### config.mk
export PLATFORM = sky130hd
export DESIGN_NAME = cursor_action_scheduler
export DESIGN_NICKNAME = d
export VERILOG_FILES = /design/src/rtl/cursor_action_scheduler.sv
export SDC_FILE = /design/constraint.sdc
export NUM_CORES = 1
export LEC_CHECK = 0
export ABC_AREA = 1
export CAP_MARGIN = 15
export CORE_MARGIN = 1
export CORE_UTILIZATION = 30
export DETAILED_ROUTE_END_ITERATION = 7
export PLACE_DENSITY = 0.54
export SLEW_MARGIN = 20
export SYNTH_ARGS = -nofsm -noshare
export SYNTH_HDL_FRONTEND = slang
export SYNTH_SLANG_ARGS = --single-unit
### constraint.sdc
create_clock -name clk -period 2.2 [get_ports clk]
set_clock_uncertainty 0.2 [all_clocks]
set_input_delay 0.44 -clock clk [delete_from_list [all_inputs] [get_ports clk]]
set_output_delay 0.44 -clock clk [all_outputs]
set_load 0.01 [all_outputs]
### src/rtl/cursor_action_scheduler.sv
// rtl/cursor_action_scheduler.sv - console cursor owner; round-robin arbitration of parser commands and char advances
// Optional feature macro: CURSOR_AUTOWRAP_EN (char advance wraps lines and scrolls at the bottom-right cell)
module cursor_action_scheduler #(
  parameter int CONSOLE_LINES   = 24,
  parameter int CONSOLE_COLUMNS = 80
) (
  input  logic       clk,
  input  logic       rst,
  input  logic       cmd_valid,
  input  logic [2:0] cmd_type,
  input  logic [7:0] pn1,
  input  logic [7:0] pn2,
  output logic       cmd_ready,
  input  logic       chr_valid,
  output logic       chr_ready,
  output logic [7:0] cursor_x,
  output logic [7:0] cursor_y,
  output logic       scroll_req,
  input  logic       scroll_ack,
  output logic       busy
);

  typedef enum logic {IDLE = 1'b0, SCROLL_WAIT = 1'b1} state_e;

  localparam logic [8:0] NUM_X  = 9'(CONSOLE_COLUMNS);
  localparam logic [8:0] NUM_Y  = 9'(CONSOLE_LINES);
  localparam logic [8:0] LAST_X = 9'(CONSOLE_COLUMNS - 1);
  localparam logic [8:0] LAST_Y = 9'(CONSOLE_LINES - 1);

  state_e     state_q, state_d;
  logic       rr_q, rr_d;
  logic [7:0] x_q, x_d, y_q, y_d;
  logic [8:0] p1, p2, x9, y9, sum_x, sum_y, cup_x, cup_y;
  logic       at_last_x;

  // Zero parameters mean 1; 9-bit intermediates keep sums and differences from wrapping.
  assign p1     = (pn1 == 8'd0) ? 9'd1 : {1'b0, pn1};
  assign p2     = (pn2 == 8'd0) ? 9'd1 : {1'b0, pn2};
  assign x9     = {1'b0, x_q};
  assign y9     = {1'b0, y_q};
  assign sum_x  = x9 + p1;
  assign sum_y  = y9 + p1;
  assign cup_y  = (p1 > NUM_Y) ? NUM_Y : p1;
  assign cup_x  = (p2 > NUM_X) ? NUM_X : p2;
  assign at_last_x = (x9 == LAST_X);

  always_comb begin
    state_d   = state_q;
    rr_d      = rr_q;
    x_d       = x_q;
    y_d       = y_q;
    cmd_ready = 1'b0;
    chr_ready = 1'b0;
    case (state_q)
      IDLE: begin
        // rr_q==0 favours the parser on contention; the pointer only moves when both compete.
        if (cmd_valid && chr_valid) begin
          cmd_ready = ~rr_q;
          chr_ready = rr_q;
          rr_d      = ~rr_q;
        end else begin
          cmd_ready = cmd_valid;
          chr_ready = chr_valid;
        end
        if (cmd_ready) begin
          case (cmd_type)
            3'd0: begin
              y_d = 8'(cup_y - 9'd1);
              x_d = 8'(cup_x - 9'd1);
            end
            3'd1: y_d = (p1 >= y9) ? 8'd0 : 8'(y9 - p1);
            3'd2: y_d = (sum_y > LAST_Y) ? LAST_Y[7:0] : sum_y[7:0];
            3'd3: x_d = (sum_x > LAST_X) ? LAST_X[7:0] : sum_x[7:0];
            3'd4: x_d = (p1 >= x9) ? 8'd0 : 8'(x9 - p1);
            default: ;
          endcase
        end else if (chr_ready) begin
          if (!at_last_x) begin
            x_d = x_q + 8'd1;
          end
`ifdef CURSOR_AUTOWRAP_EN
          else if (y9 != LAST_Y) begin
            x_d = 8'd0;
            y_d = y_q + 8'd1;
          end else begin
            x_d     = 8'd0;
            state_d = SCROLL_WAIT;
          end
`endif
        end
      end
      SCROLL_WAIT: begin
        if (scroll_ack) state_d = IDLE;
      end
    endcase
  end

  always_ff @(posedge clk or negedge rst) begin
    if (!rst) begin
      state_q <= IDLE;
      rr_q    <= 1'b0;
      x_q     <= 8'd0;
      y_q     <= 8'd0;
    end else begin
      state_q <= state_d;
      rr_q    <= rr_d;
      x_q     <= x_d;
      y_q     <= y_d;
    end
  end

  assign cursor_x = x_q;
  assign cursor_y = y_q;
  assign busy     = (state_q != IDLE);
`ifdef CURSOR_AUTOWRAP_EN
  assign scroll_req = (state_q == SCROLL_WAIT);
`else
  assign scroll_req = 1'b0;
`endif

endmodule

==> flow_summary.yaml <==
status:
  status: "complete, but fails checks"
  violations: "setup timing"
worst_setup_path:
  criticalPathCategory: "primary input to register"
  end_kind: "register"
  reg2reg_depth: 11
  reg2reg_from: "cursor_x[6]"
  startpoint_type: "primary input"
  cp.required_ns: 2.17
  r2r-end: "cursor_x[2]"
  crit_path_max_fanout: 6
  arrival_ns: 2.51
  r2r_setup_slack_ns: -0.23
route:
  wl_per_cell_um: 14.65
  drtAntennaViolNets: 0
  totalWireLength_mm: 11.54
  drc: 0
  drt_iter0_markers: 124
  vias: 3794
  first_pass_iters: 4
  viasPerCell: 4.815
floorplanning:
  io_pins: 44
  die_area_mm2: 0.01062
  initial_core_util_pct: 31.21
  die_w_um: 103.1
  rows: 36
  die_y_um: 103.1
  coreArea_mm2: 0.009819
placement:
  place.gp.congestion: 0.9565
  portBuffers: 42
  dp_slack_ns: -1.122
  place_inst: 765
  hpwl_mm: 9.340
layout:
  fillers: 1032
  fin_cells: 788
  syn2layout_area_growth_pct: 62.56
  fin_nets: 720
  antennaDiodeCount: 0
  drive_gt1_share_pct: 36.49
clocking:
  cts.clk_slew.worst_paths_ns: 0.10
  cts-root-buf: "clkbuf_8"
  htreeDepth: 1
  cts_made_buffers: 3
  cts_tree: "built"
  clockBufferDepth: 2
  insertion_delay_ns: 0.27
  clkSinkCount: 18
synth:
  synthArstFlopShare_pct: 100.0
  synth_cells: 483
  seq_area_frac_synth_pct: 14.70
  avgSynthCellArea_um2: 6.344
  ys_seq_elements: 18
  synth_area_mm2: 0.003064
  yosysUniqueCellTypes: 47
  yosysWarnings: 0
  synth-edff-count: 0
  ys.flop_type: "dfrtp_1"
  syn_nets: 547
sta:
  fin_crit_ns: 2.545
  finalSetupViolations: 16
  drv_slew: 0
  timing.fmax_ghz: 0.3929
  worst_slack_ns: -0.3453
  whs_ns: 0.3046
  period_share_pct: 115.7
  rsz0062_at_grt: "true"
  final_hold_viol_count: 0
global_route:
  grt_pass1_vias: 3864
  grt_use_total_pct: 22.32
  grt_max_degree: 19
  grt_antenna_before_repair: 0
  grt-ovfl-total: 0
  grt_pass1_wl_mm: 18.03
power:
  p_leak_nw: 2.536
  peakVddDrop_uv: 418.3
  pwr_density_cell_mw_per_mm2: 1015
job:
  max_cap_viol_count: 0
min_path:
  hold_class: "primary input to async pin"
[kinds of logic (layout without fill, tap and decap cells)]
family                   Yosys count  count (layout)  share of synthesized area, %
flip-flops                        18              18                         14.70
buffers and inverters             81             253                         10.78
XOR/XNOR                          17              17                         4.859
AND/OR/NAND/NOR                  250             250                         36.91
AO/OA/AOI/OAI                     76              76                         15.31
adder cells (fa/ha/maj)           40              40                         17.31
other                              1               1                        0.1224
[metrics by stage]
step / setup TNS, ns / power [mW] / cell area (µm²) / utilization [%]
2_1_floorplan: -4.158 / 2.596 / 3169 / -
5_1_grt: -6.369 / 5.495 / 4981 / 50.73
3_3_place_gp: -16.15 / 4.266 / 4578 / 46.62
4_1_cts: -4.479 / 4.879 / 4837 / 49.26
3_5_place_dp: -16.73 / 4.283 / 4578 / 46.62
6_report: -4.575 / 5.058 / 4981 / 50.73
[where the power goes]
part	leakage (nW)	total (mW)	internal (mW)	switching, mW
logic	2.29	4.14	1.98	2.16
registers	0.214	0.602	0.452	0.151
clock network	0.0288	0.320	0.160	0.160
total	2.54	5.06	2.59	2.47
[routing by layer]
metal  global-route usage, %  wire (µm)
met1                   26.30       4949
met2                   41.38       5726
met3                   1.763        395
met4                   9.426        471
met5                       0          0
[synthesized netlist by cell type, types with 2 or more instances]
cell type    n  area, µm²
nand2_1    118      442.9
inv_1       62      232.7
nor2_1      45      168.9
nand3_1     43      215.2
ha_1        36      450.4
a21oi_1     28      140.1
dfrtp_1     18      450.4
o21ai_0     12      60.06
nand4_1     11      68.82
xor2_1      11      96.34
nand2_2      8      50.05
o211ai_1     7      52.55
inv_2        6      22.52
nor3_1       6      30.03
o21ai_1      6      30.03
xnor2_1      6      52.55
a21oi_2      5      43.79
buf_4        4      30.03
clkbuf_1     4      15.01
fa_1         4      80.08
a22oi_1      3      22.52
nand3b_1     3      22.52
nor2_4       3      33.78
or2_2        3      18.77
a211oi_1     2      15.01
a31oi_1      2      12.51
buf_2        2      10.01
nand2_4      2      22.52
nor4_1       2      12.51
o21bai_1     2      15.01
o31ai_1      2      15.01
or2_0        2      12.51
[placed cells by master (no fill, tap or decap), types with 3 or more instances in the layout]
cell | synthesis | routed
buf_6 | 1 | 7
nand4_1 | 11 | 11
o21ai_1 | 6 | 9
buf_2 | 2 | 4
o211ai_1 | 7 | 7
fa_2 | 0 | 4
nor2_1 | 45 | 40
buf_4 | 4 | 132
nand2_1 | 118 | 109
ha_4 | 0 | 5
inv_2 | 6 | 12
xnor2_1 | 6 | 6
nor2_4 | 3 | 6
inv_1 | 62 | 55
clkbuf_8 | 0 | 4
ha_1 | 36 | 28
nand3_4 | 0 | 3
clkdlybuf4s50_1 | 0 | 32
o21ai_2 | 1 | 3
o21ai_0 | 12 | 7
nand2_2 | 8 | 12
nor2_2 | 1 | 3
nand2_4 | 2 | 7
a21oi_2 | 5 | 8
ha_2 | 0 | 3
dfrtp_1 | 18 | 18
nand3b_1 | 3 | 3
xor2_1 | 11 | 11
nand3_2 | 1 | 9
nand3_1 | 43 | 32
nor3_1 | 6 | 6
a21oi_1 | 28 | 25
[cell type report]
cell class | count | area, µm² | share of cell area (%)
Clock buffer | 4 | 55.05 | 1.105
Tap cell | 133 | 166.4 | 3.341
Sequential cell | 18 | 450.4 | 9.043
Multi-Input combinational cell | 384 | 2589 | 51.97
Timing Repair Buffer | 180 | 1459 | 29.29
Inverter | 69 | 261.5 | 5.250
[worst max path at each step]
stage,start,end
3_3_place_gp,pn1[7],cursor_y[2]
4_1_cts,pn1[6],cursor_x[2]
3_5_place_dp,pn1[7],cursor_y[2]
6_report,pn1[7],cursor_x[2]
2_1_floorplan,pn1[7],cursor_x[2]
5_1_grt,pn1[7],cursor_y[4]
[sequential cells by signal, summed over array words and instances (netlist names)]
register  flops
cursor_x      8
busy          1
rr_q          1
cursor_y      8
[worst max-delay path, stage by stage]
cell	delay, ns
buf_8	0.10
nor2_4	0.12
nand2_4	0.07
nor2_4	0.09
nand3_2	0.09
nand2_4	0.13
buf_6	0.11
ha_4	0.11
inv_2	0.03
fa_2	0.34
nand2_2	0.08
nand2_4	0.07
nand2_4	0.07
nand3_4	0.08
nand3_4	0.11
inv_4	0.05
a22oi_2	0.18
nand3_1	0.09
nand2_1	0.07
nand2_1	0.05
[timing repair]
| item | in CTS | in global routing |
|---|---|---|
| pin swaps | 32 | 24 |
| setup buffers | 11 | 8 |
| endpoints found under the hold margin | 0 | 0 |
| setup endpoints to repair | 18 | 17 |
| gates resized for setup | 74 | 25 |
| hold buffers | 0 | 0 |
No activity file was read; power rests on OpenSTA's default activity.
==> RTL edit 1: new RTL, config.mk and constraints unchanged <==
`x_q` no longer has a reset.
--- a/src/rtl/cursor_action_scheduler.sv
+++ b/src/rtl/cursor_action_scheduler.sv
@@ -100,12 +100,14 @@
       state_q <= IDLE;
       rr_q    <= 1'b0;
-      x_q     <= 8'd0;
       y_q     <= 8'd0;
     end else begin
       state_q <= state_d;
       rr_q    <= rr_d;
-      x_q     <= x_d;
       y_q     <= y_d;
     end
+  end
+
+  always_ff @(posedge clk) begin
+    x_q <= x_d;
   end
 
Function: changed (Yosys sat finds a counterexample within 4 cycles, from zero or initial values and one cycle with rst low).
==> RTL edit 1 against the unedited design <==
The run still ends with setup timing left. Synthesized area grew 0.33%. Critical path depth shrank 1. Final area shrank 1.0%. Count of clock-buffer cells in the layout shrank 1. Wire length shrank 8.3%. Worst setup slack lost 0.065 ns. Highest routed layer unchanged. Sequential cell count is the same.
Power is not compared: it rests on default switching activity, and its combinational part moved more than twofold at a synthesized area within 25%.
==> RTL edit 1: results (changes against the unedited design) <==
[status]
outcome=finished, violations left  ; unchanged
violations_in_the_final_reports=setup timing  ; unchanged

[finish]
layout.cells.non_filler=786  ; was 788
multi_input_area_share_pct=50.0  ; was 52.0%
signal_buffer_area_fraction_pct=30.3  ; was 29.3%
fillerInstances=976  ; was 1032
n_multi_input_combinational_cell=379  ; was 384
area.sequential_um2=490  ; was 450 um2
sh_seq_area_pct=9.95  ; was 9.04%
share_of_final_layout_standard_cells_stronger_than_drive_strength_1_pct=36.6  ; was 36.5%

[placed_design]
place_congestion=0.950  ; was 0.957
pre_cts_ws_ns=-1.19  ; was -1.12 ns
dpl.hpwl_mm=8.77  ; was 9.34 mm
dpl-instance-area_um2=4600  ; was 4580 um2

[worst_setup_path]
r2r_cells=15  ; was 11
timing.critical_path.fanout_max=7  ; was 6
timing.rr.end=cursor_x[0]  ; was cursor_x[2]
worst_r2r_startpoint=cursor_x[0]  ; was cursor_x[6]
timing.reg2reg.setup_slack_ns=-0.32  ; was -0.23 ns

[sta]
setup_tns_ns=-5.39  ; was -4.57 ns
setup_violations=16  ; unchanged
setup_slack_ns=-0.410  ; was -0.345 ns

[synth]
synth_async_sr_flop_share_pct=55.6  ; was 100%
largest_cells_by_area_after_synthesis=nand2_1 16%, ha_1 15%, dfrtp_1 8.1%  ; was dfrtp_1 15%, ha_1 15%, nand2_1 14%
mapped_nets=541  ; was 547
netlist_top_cells_count=135 x nand2_1, 52 x inv_1, 48 x nand3_1  ; was 118 x nand2_1, 62 x inv_1, 45 x nor2_1
yosysSeqAreaShare_pct=16.0  ; was 14.7%
synthesis.area_per_instance_um2=6.44  ; was 6.34 um2
synth.lib_cells_used.distinct=44  ; was 47

[global_route]
first_global_vias=3630  ; was 3864
wire_length_of_the_first_global_routing_pass_mm=17.2  ; was 18.0 mm
grt_max_degree=11  ; was 19
grtUsageTotal_pct=21.0  ; was 22.3%

[routing]
detailroute.via_count=3683  ; was 3794

[clocking]
clk_pin_slew_worst_paths_ns=0.08  ; was 0.10 ns

==> RTL edit 1: cell count changes after synthesis, moves of 5 or more <==
| cell | before | now |
|---|---|---|
| edfxtp_1 | 0 | 8 |
| nor2_1 | 45 | 31 |
| nand3_1 | 43 | 48 |
| inv_2 | 6 | 14 |
| nand2_1 | 118 | 135 |
| dfrtp_1 | 18 | 10 |
| o21ai_0 | 12 | 5 |
| nand2_2 | 8 | 3 |
| nor2_2 | 1 | 6 |
| inv_1 | 62 | 52 |
==> RTL edit 1: cells by family (layout without fill, tap and decap cells) <==
family / after synthesis / count (layout) / synth area share, %
adders and majority gates: 40 / 40 / 17.3
DFF: 18 / 18 / 16.0
other: 1 / 1 / 0.122
and+or+nand+nor: 261 / 261 / 38.7
xor gates and xnor gates: 15 / 15 / 4.27
buffers and inverters: 80 / 256 / 11.0
AOI/OAI and AO/OA: 62 / 62 / 12.7
==> RTL edit 1: report_power, final <==
part           total [W]  switching [W]  leakage, nW  internal [W]
logic            0.00202        0.00105         2.28      0.000972
clock network   0.000259       0.000134       0.0231      0.000125
registers       0.000482      0.0000633        0.204      0.000418
total            0.00276        0.00124         2.51       0.00152
==> RTL edit 1: how the worst max path moves through the flow <==
stage	to	start	cells after the start	slack, ns
5_1_grt	cursor_x[3]	pn1[6]	19	-0.56
6_report	cursor_x[3]	pn1[6]	19	-0.41
3_5_place_dp	cursor_x[5]	pn1[7]	19	-1.19
3_3_place_gp	cursor_x[5]	pn1[1]	17	-1.19
4_1_cts	cursor_x[0]	pn1[6]	20	-0.37
2_1_floorplan	cursor_x[3]	pn1[7]	17	-0.42
==> RTL edit 1: per-layer routing <==
metal,GRT usage [%],wire length [um]
met5,0,0
met4,4.88,206
met3,2.42,402
met2,36.1,5020
met1,28.1,4950
==> RTL edit 2: new RTL, same flow settings <==
Made on the original files. The option `CURSOR_AUTOWRAP_EN` is turned on by a define.
--- a/src/rtl/cursor_action_scheduler.sv
+++ b/src/rtl/cursor_action_scheduler.sv
@@ -1,4 +1,6 @@
 // rtl/cursor_action_scheduler.sv - console cursor owner; round-robin arbitration of parser commands and char advances
 // Optional feature macro: CURSOR_AUTOWRAP_EN (char advance wraps lines and scrolls at the bottom-right cell)
+`define CURSOR_AUTOWRAP_EN
+
 module cursor_action_scheduler #(
   parameter int CONSOLE_LINES   = 24,
Formal check against the unedited RTL: not equivalent (Yosys sat finds a counterexample within 4 cycles, from zero or initial values and one cycle with rst low).
==> RTL edit 2 against the unedited design <==
The flow still finishes with violations (setup timing). Power up 19%. Non-clock buffer count grew 15. Final area increased by 8.7%. Global-route usage is 0.93 points lower. Via count increased by 9.9%. Worst setup slack lost 0.14 ns. Clock power shrank 11%. Critical path depth is 1 higher. Wire length increased by 4.8%. Sequential cell count is the same. Synthesized area increased by 9.3%. Critical endpoint is now cursor_x[1]. Highest routed layer unchanged.
==> RTL edit 2: results (changes against the unedited design) <==
[global_route]
wire_length_of_the_first_global_routing_pass_mm=19.5  ; was 18.0 mm
first_global_vias=3948  ; was 3864
antenna_found_initial=0  ; unchanged
grt_max_degree=19  ; unchanged
grtUsageTotal_pct=21.4  ; was 22.3%

[routing]
drt_pass1_iterations=5  ; was 4
vias_per_cell=4.83  ; was 4.81
drt_iter0_drc=223  ; was 124
detail_route.wirelength_mm=12.1  ; was 11.5 mm
detailroute.wirelength.met3_um=566  ; was 395 um
remaining_drc_errors=0  ; unchanged
met2_length_mm=5.37  ; was 5.73 mm
met1Wirelength_mm=5.96  ; was 4.95 mm

[sta]
setup_tns_ns=-6.38  ; was -4.57 ns
period_needed_ns=2.69  ; was 2.55 ns
setup_violations=16  ; unchanged
setup_slack_ns=-0.486  ; was -0.345 ns

[synth]
synth_async_sr_flop_share_pct=100  ; unchanged
synth.mux.area_fraction_pct=0  ; unchanged
synthAdderAreaFrac_pct=16.2  ; was 17.3%
synth_compound_gate_area_share_pct=15.6  ; was 15.3%
synth.lib_cells_used.distinct=45  ; was 47
netlist_top_cells_count=128 x nand2_1, 75 x inv_1, 61 x nand3_1  ; was 118 x nand2_1, 62 x inv_1, 45 x nor2_1
synth-xor-area-share_pct=4.45  ; was 4.86%
yosysWarningCount=0  ; unchanged
synthesis.area_per_instance_um2=6.22  ; was 6.34 um2
ys_dominant_reg_cell=dfrtp_1  ; unchanged
largest_cells_by_area_after_synthesis=nand2_1 14%, ha_1 14%, dfrtp_1 13%  ; was dfrtp_1 15%, ha_1 15%, nand2_1 14%
yosysSeqAreaShare_pct=13.5  ; was 14.7%
mapped_nets=603  ; was 547

[finish]
net_count_of_the_finished_layout=790  ; was 720
layout.cells.non_filler=864  ; was 788
fillerInstances=1091  ; was 1032
share_of_final_layout_standard_cells_stronger_than_drive_strength_1_pct=37.3  ; was 36.5%

[worst_setup_path]
r2r_cells=14  ; was 11
critical_path.max_stage_delay_ns=0.41  ; was 0.34 ns
cpMaxStageDelayCell=fa_2  ; unchanged
timing.critical_path.fanout_max=5  ; was 6
critical_path_arrival_ns=2.63  ; was 2.51 ns

[clocking]
clk_pin_slew_worst_paths_ns=0.08  ; was 0.10 ns
clock_latency_ns=0.26
cts.htree.levels=1  ; unchanged
cts_root_buffer=clkbuf_8  ; unchanged
inserted_clock_buffers=3  ; unchanged
cts-root-to-sink-buffers=2  ; unchanged

[status]
violations_in_the_final_reports=setup timing  ; unchanged
outcome=finished, violations left  ; unchanged

[placed_design]
pre_cts_ws_ns=-1.21  ; was -1.12 ns
place.detailed.instances=840  ; was 765
place_congestion=0.906  ; was 0.957
port_buffers=43  ; was 42
dpl.hpwl_mm=9.91  ; was 9.34 mm

[power_and_ir_drop]
leakage_nw=2.72  ; was 2.54 nW
peak_supply_drop_mv=0.490  ; was 0.418 mV

-- RTL edit 2: cell types whose count changed in the layout (fill, tap and decap cells not counted), sizes merged, moves of 3 or more --
cell    before  now
nand3       44   63
buf        145  159
inv         68   82
o21ai       19   30
a21oi       33   37
a21boi       1    4
a22oi        3    0
nand2      128  131
nor3         7   10
-- RTL edit 2: area by class of cell --
class	instances	area share [%]
Inverter	82	5.87
Tap cell	140	3.23
Clock buffer	4	1.02
Multi-Input combinational cell	425	52.4
Sequential cell	18	8.32
Timing Repair Buffer	195	29.2
-- RTL edit 2: logic make-up (layout without fill, tap and decap cells) --
logic type | after synthesis | count (layout)
AO/OA/AOI/OAI | 88 | 88
buffers and inverters | 95 | 281
flip-flops | 18 | 18
adder cells (fa/ha/maj) | 41 | 41
XOR/XNOR | 17 | 17
AND/OR/NAND/NOR | 279 | 279
-- RTL edit 2: stage by stage --
stage	power (W)	instance area (um2)	hold WS, ns
detailed placement	0.00518	4970	0.309
finish	0.00604	5420	0.305
global route	0.00655	5420	0.333
floorplan	0.00316	3460	-0.0556
global placement	0.00516	4970	0.313
CTS	0.00564	5210	0.315
-- RTL edit 2: worst max-delay path: cells and delay by family --
family / cells / cell delay, ns
AO/OA/AOI/OAI: 3 / 0.42
adder cells (fa/ha/maj): 2 / 0.56
buffers and inverters: 3 / 0.28
AND/OR/NAND/NOR: 13 / 0.90
-- RTL edit 2: power breakdown --
part           internal, W  total (W)  switching, W
Sequential        0.000477   0.000671      0.000195
Combinational      0.00238    0.00508       0.00271
Clock             0.000159   0.000285      0.000126
-- RTL edit 2: what timing repair did --
item,4_1_cts,5_1_grt
pin swaps,23,26
setup buffers,13,8
resized for setup,65,52
setup endpoints to repair,18,18
hold buffers,0,0
-- RTL edit 2: worst paths after layout --
kind	from	to	slack, ns
max	pn1[6]	cursor_x[1]	-0.49
max in group asynchronous	rst	cursor_x[0]	1.27
min	rst	cursor_y[3]	0.30
min in group clk	rr_q	rr_q	0.32
max reg2reg	cursor_x[0]	cursor_x[1]	-0.24
min reg2reg	rr_q	rr_q	0.32
-- RTL edit 2: routing by layer --
layer	GRT usage, %	vias to the layer above
li1	-	2137
met4	4.60	0
met3	1.63	12
met2	33.7	99
met5	0	-
met1	31.6	1921
